==> src/rtl/comb_wb_regs.sv <==
// rtl/comb_wb_regs.sv - Wishbone register file and access sequencer for the combination core
module comb_wb_regs #(
    parameter int CHANNELS       = 16,
    parameter int CHANNEL_WIDTH  = 4,
    parameter int LUT_ADDR_WIDTH = 6,
    parameter int TIMEOUT        = 1024
) (
    input  logic                             clk,
    input  logic                             rst_n,
    input  logic                             wb_cyc_i,
    input  logic                             wb_stb_i,
    input  logic                             wb_we_i,
    input  logic [7:0]                       wb_adr_i,
    input  logic [31:0]                      wb_dat_i,
    output logic [31:0]                      wb_dat_o,
    output logic                             wb_ack_o,
    output logic [63:0]                      window,
    output logic [$clog2(CHANNELS+1)-1:0]    filter_min,
    output logic [$clog2(CHANNELS+1)-1:0]    filter_max,
    output logic [1:0]                       select_comb_fifo,
    output logic                             capture_enable,
    output logic                             start_reading,
    output logic                             reset_comb,
    input  logic                             reset_comb_done,
    output logic [1:0]                       lut_WrRd,
    output logic [LUT_ADDR_WIDTH-1:0]        lut_addr,
    output logic [CHANNEL_WIDTH:0]           lut_dat_i,
    input  logic [CHANNEL_WIDTH:0]           lut_dat_o,
    input  logic                             lut_ack,
    output logic                             ready_i,
    input  logic                             comb_out_vd,
    input  logic [31:0]                      comb_count
);
    localparam int FW = $clog2(CHANNELS + 1);
    localparam int TW = $clog2(TIMEOUT + 1);
    localparam logic [31:0]   ID_WORD  = 32'h636F6D62;
    localparam logic [TW-1:0] TMO_LAST = TW'(TIMEOUT - 1);

    typedef enum logic [2:0] {S_IDLE, S_LUT, S_RES, S_RST, S_ACK} state_t;
    state_t state, next_state;

    logic [TW-1:0]          tmo_cnt;
    logic [31:0]            dat_q;
    logic [31:0]            rd_mux;
    logic                   lut_err;
    logic [CHANNEL_WIDTH:0] lut_rdata;
    logic                   req;
    logic                   go_reg, go_rst, go_lut, go_res;
    logic                   lut_done, lut_tmo, res_done, res_tmo;

    assign req      = wb_cyc_i & wb_stb_i;
    // ack is dropped if the master abandoned the cycle while a slow access finished
    assign wb_ack_o = wb_cyc_i && (state == S_ACK || state == S_RST);
    assign ready_i  = (state == S_RES);
    assign wb_dat_o = dat_q;

    always_comb begin
        next_state = state;
        go_reg     = 1'b0;
        go_rst     = 1'b0;
        go_lut     = 1'b0;
        go_res     = 1'b0;
        lut_done   = 1'b0;
        lut_tmo    = 1'b0;
        res_done   = 1'b0;
        res_tmo    = 1'b0;
        case (state)
            S_IDLE: begin
                if (req) begin
                    if (wb_we_i && wb_adr_i == 8'h07 && wb_dat_i[0]) begin
                        go_rst     = 1'b1;
                        next_state = S_RST;
                    end else if (wb_we_i && wb_adr_i == 8'h08) begin
                        if (!reset_comb) begin
                            go_lut     = 1'b1;
                            next_state = S_LUT;
                        end
                    end else if (!wb_we_i && wb_adr_i == 8'h0F) begin
                        if (!reset_comb) begin
                            if (start_reading) begin
                                go_res     = 1'b1;
                                next_state = S_RES;
                            end else begin
                                go_reg     = 1'b1;
                                next_state = S_ACK;
                            end
                        end
                    end else begin
                        go_reg     = 1'b1;
                        next_state = S_ACK;
                    end
                end
            end
            S_LUT: begin
                if (lut_ack) begin
                    lut_done   = 1'b1;
                    next_state = S_ACK;
                end else if (tmo_cnt == TMO_LAST) begin
                    lut_tmo    = 1'b1;
                    next_state = S_ACK;
                end
            end
            S_RES: begin
                if (comb_out_vd) begin
                    res_done   = 1'b1;
                    next_state = S_ACK;
                end else if (tmo_cnt == TMO_LAST) begin
                    res_tmo    = 1'b1;
                    next_state = S_ACK;
                end
            end
            S_RST:   next_state = S_IDLE;
            S_ACK:   next_state = S_IDLE;
            default: next_state = S_IDLE;
        endcase
    end

    always_ff @(posedge clk or negedge rst_n) begin
        if (!rst_n) state <= S_IDLE;
        else        state <= next_state;
    end

    always_comb begin
        rd_mux = '0;
        case (wb_adr_i)
            8'h00:   rd_mux = ID_WORD;
            8'h01:   rd_mux = window[31:0];
            8'h02:   rd_mux = window[63:32];
            8'h03:   rd_mux = {{(16-FW){1'b0}}, filter_max, {(16-FW){1'b0}}, filter_min};
            8'h04:   rd_mux = {30'h0, select_comb_fifo};
            8'h05:   rd_mux = {31'h0, capture_enable};
            8'h06:   rd_mux = {31'h0, start_reading};
            8'h07:   rd_mux = {31'h0, reset_comb};
            8'h08:   rd_mux = {lut_err, 15'h0, lut_rdata[CHANNEL_WIDTH],
                               {(15-CHANNEL_WIDTH){1'b0}}, lut_rdata[CHANNEL_WIDTH-1:0]};
            default: rd_mux = '0;
        endcase
    end

    always_ff @(posedge clk or negedge rst_n) begin
        if (!rst_n) begin
            tmo_cnt          <= '0;
            dat_q            <= '0;
            window           <= '0;
            filter_min       <= '0;
            filter_max       <= FW'(CHANNELS);
            select_comb_fifo <= 2'b10;
            capture_enable   <= 1'b0;
            start_reading    <= 1'b0;
            reset_comb       <= 1'b0;
            lut_WrRd         <= 2'b00;
            lut_addr         <= '0;
            lut_dat_i        <= '0;
            lut_rdata        <= '0;
            lut_err          <= 1'b0;
        end else begin
            if (go_lut || go_res)
                tmo_cnt <= '0;
            else if (state == S_LUT || state == S_RES)
                tmo_cnt <= tmo_cnt + TW'(1);

            if (go_reg) begin
                dat_q <= wb_we_i ? 32'h0 : rd_mux;
                if (wb_we_i) begin
                    case (wb_adr_i)
                        8'h01: window[31:0]     <= wb_dat_i;
                        8'h02: window[63:32]    <= wb_dat_i;
                        8'h03: begin
                            filter_max <= wb_dat_i[16 +: FW];
                            filter_min <= wb_dat_i[FW-1:0];
                        end
                        8'h04: select_comb_fifo <= wb_dat_i[1:0];
                        8'h05: capture_enable   <= wb_dat_i[0];
                        8'h06: start_reading    <= wb_dat_i[0];
                        default: ;
                    endcase
                end
            end

            // a new reset request wins over a completion seen in the same cycle
            if (go_rst) begin
                reset_comb     <= 1'b1;
                capture_enable <= 1'b0;
                dat_q          <= '0;
            end else if (reset_comb && reset_comb_done) begin
                reset_comb <= 1'b0;
            end

            if (go_lut) begin
                lut_WrRd  <= (wb_dat_i[31:30] == 2'b10) ? 2'b10 : 2'b01;
                lut_addr  <= wb_dat_i[16 +: LUT_ADDR_WIDTH];
                lut_dat_i <= {wb_dat_i[15], wb_dat_i[CHANNEL_WIDTH-1:0]};
                dat_q     <= '0;
            end
            if (lut_done) begin
                if (lut_WrRd == 2'b01) lut_rdata <= lut_dat_o;
                lut_err  <= 1'b0;
                lut_WrRd <= 2'b00;
            end
            if (lut_tmo) begin
                lut_err  <= 1'b1;
                lut_WrRd <= 2'b00;
            end

            if (res_done) dat_q <= comb_count;
            if (res_tmo)  dat_q <= 32'hFFFF_FFFF;
        end
    end
endmodule

==> config.mk <==
export PLATFORM = sky130hd
export DESIGN_NAME = comb_wb_regs
export DESIGN_NICKNAME = d
export VERILOG_FILES = /design/src/rtl/comb_wb_regs.sv
export SDC_FILE = /design/constraint.sdc
export NUM_CORES = 1
export LEC_CHECK = 0
export ABC_AREA = 1
export BUFFER_PORTS_ARGS = -buffer_cell sky130_fd_sc_hd__buf_2
export CAP_MARGIN = 20
export CORE_MARGIN = 1
export CORE_UTILIZATION = 47
export DETAILED_ROUTE_END_ITERATION = 6
export GPL_TIMING_DRIVEN = 1
export PLACE_DENSITY_LB_ADDON = 0.1
export SLEW_MARGIN = 20
export SYNTH_ARGS = -nofsm -noshare
export SYNTH_HDL_FRONTEND = slang
export SYNTH_SLANG_ARGS = --single-unit
export TNS_END_PERCENT = 1
==> constraint.sdc <==
create_clock -name clk -period 2.2 [get_ports clk]
set_input_delay 0.11 -clock clk [delete_from_list [all_inputs] [get_ports clk]]
set_output_delay 0.11 -clock clk [all_outputs]
set_load 0.01 [all_outputs]
## Yosys cells after proc, flatten, opt, wreduce, memory -nomap -nowiden

Cells that the tools add are included.

- Bits of input ports: 85
- Flip-flop bits (word level): 144

- Muxes and demuxes: 63
- Bitwise operators: 1
- Equality and inequality tests: 19
- Reduce and logical (&&, ||, !) cells: 28
- Add/sub/neg operators: 1

Operators with widths:

| kind | number |
|---|---|
| $pmux 32 s9 | 1 |
| $mux 32 | 6 |
| $mux 1 | 39 |
| $eq 8x3->1 const B | 4 |
| $mux 3 | 10 |
| $mux 11 | 2 |
| $reduce_and 3->1 | 7 |
| $eq 8x2->1 const B | 2 |
| $eq 8x4->1 const B | 2 |
| $reduce_bool 2->1 | 6 |
| $add 11x1->11 const B | 1 |
| $eq 11x10->1 const B | 1 |
| $pmux 3 s3 | 1 |
| $eq 8x1->1 const B | 1 |
| $logic_not 8->1 | 1 |
| $mux 2 | 4 |
| $ne 4x4->1 const B | 2 |
| $eq 3x2->1 const B | 2 |
| $logic_and 1x1->1 | 6 |
| $reduce_bool 5->1 | 1 |
| $eq 3x1->1 const B | 1 |
| $eq 3x3->1 const B | 1 |
| $logic_not 3->1 | 1 |
| $logic_or 1x1->1 | 3 |
| 7 further kinds | 7 |

## Longest topological paths before layout

- Word-level depth: 12
- Mapped depth: 12
- Gate-level depth less buffers: 11

## Worst setup path after synthesis

No wires, ideal clock.

- Kind: reg-to-reg
- Start point: reg tmo_cnt[0]
- End point: reg dat_q[16] (netlist: wb_dat_o[16])
- Slack: 0.558 ns
- Required time: 2.083 ns
- Buffers on the path: 1
- Stages on the path, launching flop included: 11
- Data arrival time: 1.525 ns
- Cell sequence: dfrtp_1 -> ha_1 -> nand3_1 -> nor2_1 -> nand3_1 -> nand3_1 -> nor2_2 -> nand2_2 -> buf_2 -> nand2_1 -> nand2_1

- Longest elaborated chain between the ends: 5
- Elaborated cells on any way between the ends: 6

RTL lines:

| item | RTL line | source |
|---|---|---|
| from (decl) | 42 | `logic [TW-1:0] tmo_cnt;` |
| from (signal assigned) | 160 | `tmo_cnt <= tmo_cnt + TW'(1);` |
| $eq 11x10->1 (*) | 107 | `end else if (tmo_cnt == TMO_LAST) begin` |
| $mux 1 (*) | 107 |  |
| $mux 1 (*) | 104 | `if (comb_out_vd) begin` |
| $mux 1 (*) | 67 | `case (state)` |
| $reduce_bool 5->1 (no source line) / $mux 32 (equally long branches) | -- |  |
| to (signal assigned) | 163 | `dat_q <= wb_we_i ? 32'h0 : rd_mux;` |
| to (signal assigned) | 205 | `if (res_done) dat_q <= comb_count;` |
| to (decl) | 43 | `logic [31:0] dat_q;` |

Mark *: on every way between the ends. The rest lies on a longest branch, timed or not.
A chain may end at the register's enable or synchronous reset.

## Final worst setup path

- Start point: reg state[2]
- End point: reg window[45]

- Longest elaborated chain between the ends: 3

RTL lines:

| item | RTL line | source |
|---|---|---|
| from (decl) | 40 | `state_t state, next_state;` |
| from (signal assigned) | 120 | `else state <= next_state;` |
| $logic_not 3->1 | 67 |  |
| $mux 1 | 67 |  |
| $reduce_and 3->1 (no source line) | -- |  |
| to (signal assigned) | 167 | `8'h02: window[63:32] <= wb_dat_i;` |
| to (decl) | 17 | `output logic [63:0] window,` |

No other way between the ends.

==> metrics.cfg <==
[worst_setup_path]
critPathRequiredTime_ps=2500
critPathKind=reg -> reg
worstPathArrival_ps=2260
crit_path_end_kind=flop
worst-path-max-fanout=64
crit_buf_inv=2
reg2reg_depth=9
slowest_stage=nor3_4
crit_top_cell=nand2_1
cpPeakStageDelay_ps=400
crit_family=simple AND/OR/NAND/NOR gates
path_cells=nor2_1 > nand2_1 > nor2_2 > inv_2 > nor3_4 > nand2_2 > buf_12 > nand2_1 > o21ai_1
worstSetupStartpointType=flop
cp_num_cells=9

[finish]
multi_input_area_mm2=0.00299
nFillCells=1327
final_cell_mix=335 x nand2_1, 209 x buf_2, 142 x dfrtp_1
finalInstanceArea_mm2=0.00941
syn_to_final_growth_pct=33.9
regArea_mm2=0.00361
insertedDiodeCount=0
finish.utilization_pct=64.8
final_common_cell=nand2_1
layout-drive-gt1-share_pct=24.9
fin_nets=1252

[timing]
rsz0062_at_grt=false
fmax_ghz=0.511
min_period_ps=1960
final.setup.tns_ps=0
skew_ps=14.8
holdWs_ps=7.25
min_period_over_period_pct=88.9
slew_viol_final=0
setup_violations=0
slew_headroom_pct=54.4
hold_violations=0
worst_pin_slew_ps=679

[power]
ir_drop_uv=545
power_per_cell_area_mw_per_mm2=662
p_leak_nw=5.33

[synth]
yosysWarnings=0
synth_top_family_by_area=simple AND/OR/NAND/NOR gates
netlist-cell-type-count=31
synthSimpleGateAreaFrac_pct=31.8
yosysSeqAreaShare_pct=51.3
synth_enable_flop_cells=0
ys.flop_type=dfrtp_1
synthCells=912
synth_fa_ha_area_share_pct=0.178
synth_nets=998
synth.area.mux_share_pct=0.801
ys_ff_latch=144
syn_avg_cell_area_um2=7.70
synth_top_area_share_pct=50.6
synth_compound_gate_area_share_pct=9.29
netlist_area_mm2=0.00703
post_synth_xor_area_fraction_pct=0.374
synth_area_leaders=dfrtp_1 51%, nand2_1 18%, nand3_1 8.0%
yosysTopAreaCell=dfrtp_1
async_reset_ff_share_pct=100

[floorplan]
die_y_um=124
dieArea_mm2=0.0154
num_rows=44
start_util_pct=48.3
ioPinCount=211
design.core.area_mm2=0.0145
die_w_um=124

[routing]
drcViolationCount=0
viasPerCell=5.17
wire_per_inst_um=16.0
wl_um=21800
antenna_left=0
vias=7044
drt_first_pass_iters=5
drtIter0Drc=482

[global_routing]
grt_pass1_vias=6725
grt_use_total_pct=29.1
grt_max_degree=65
grt_pass1_wl_um=35500
grt.overflow.total=0
antenna_found_initial=0

[clocking]
htreeDepth=4
cts_tree=yes
cts_root_buffer=clkbuf_16
numCtsBuffers=17
clk_latency_ps=430
clk_pin_slew_ps=60
clk_path_buf_depth=2
cts_setup_buffers=0
cts.sinks=144

[hold_path]
hold_depth=3
hold_path_class=in -> reg

[status]
status=complete, no violations

[flow_run]
maxCapViolCount=0

[placement]
port-buffer-count=210
place.gp.congestion=0.888
placed_area_mm2=0.00833
hpwl_um=15200

==> registers in the layout (all words and copies together) (netlist names) <==
name              flops
wb_dat_o             32
filter_max            5
select_comb_fifo      2
lut_WrRd              2
reset_comb            1
lut_addr              6
lut_err               1
tmo_cnt              11
lut_dat_i             5
filter_min            5
start_reading         1
state                 3
window               64
lut_rdata             5
capture_enable        1
==> area by class of cell <==
| class | count | area share [%] |
|---|---|---|
| Timing Repair Buffer | 276 | 18.4 |
| Clock buffer | 19 | 4.81 |
| Inverter | 66 | 2.63 |
| Tap cell | 184 | 2.45 |
| Sequential cell | 144 | 38.3 |
| Multi-Input combinational cell | 661 | 31.8 |
| Clock inverter | 13 | 1.60 |
==> routing by layer <==
layer	track usage, %	routed length [um]	vias to the layer above
li1	-	-	3453
met1	41.8	10200	3327
met2	44.9	9980	238
met3	4.73	1180	26
met4	9.64	442	0
met5	0	0	-
==> metrics by stage <==
stage	total power, mW	worst slack (ps)	cells
2_1_floorplan	3.00	558	912
3_3_place_gp	3.26	230	1284
3_5_place_dp	3.26	89.4	1284
4_1_cts	6.28	45.5	1363
5_1_grt	6.44	35.4	1363
6_report	6.23	244	1363
==> worst reg2reg max path, delay by kind of cell (launching register included) <==
| kind | cells | cell delay, ps |
|---|---|---|
| compound gates | 1 | 70 |
| simple gates | 6 | 1090 |
| buf+inv | 2 | 290 |
| flops | 1 | 390 |
==> logic make-up (layout without fill, tap and decap cells) <==
| kind of cell | Yosys count | in the layout |
|---|---|---|
| AND/OR/NAND/NOR | 529 | 529 |
| adder cells (fa/ha/maj) | 1 | 1 |
| XOR/XNOR | 3 | 3 |
| buffers and inverters | 107 | 374 |
| multiplexers | 5 | 5 |
| flip-flops | 144 | 144 |
| AO/OA/AOI/OAI | 123 | 123 |
==> path summary, 6_finish.rpt <==
kind	startpoint	end	slack (ps)
max	state[2]	window[45]	240
min	wb_dat_i[20]	window[52]	7
max reg2reg	state[2]	window[45]	240
min reg2reg	lut_dat_i[3]	lut_dat_i[3]	480
max in group asynchronous	rst_n	filter_max[4]	1310
min in group asynchronous	rst_n	tmo_cnt[6]	220
==> synthesized netlist by cell type, types with 3 or more instances <==
cell      count
a21boi_0     10
a21oi_1      10
buf_2        28
clkbuf_1     12
dfrtp_1     142
inv_1        59
inv_2         7
mux2_2        5
nand2_1     336
nand2_2       5
nand3_1     112
nand4_1       7
nor2_1       44
nor2_2        6
nor3_1        9
o21ai_0      32
o21ai_1      67
xor2_1        3
==> repair_timing <==
| action | 4_1_cts | 5_1_grt |
|---|---|---|
| hold endpoints to repair | 134 | 0 |
| hold buffers | 47 | 0 |
| endpoints found under the setup margin | 0 | 10 |
| gates resized for setup | 0 | 2 |
==> where the power goes <==
| group | total [mW] | internal (mW) | switching, mW |
|---|---|---|---|
| clock network | 2.95 | 1.75 | 1.19 |
| registers | 2.73 | 2.69 | 0.0386 |
| logic | 0.550 | 0.217 | 0.333 |
Power figures use the tool's default switching activity.
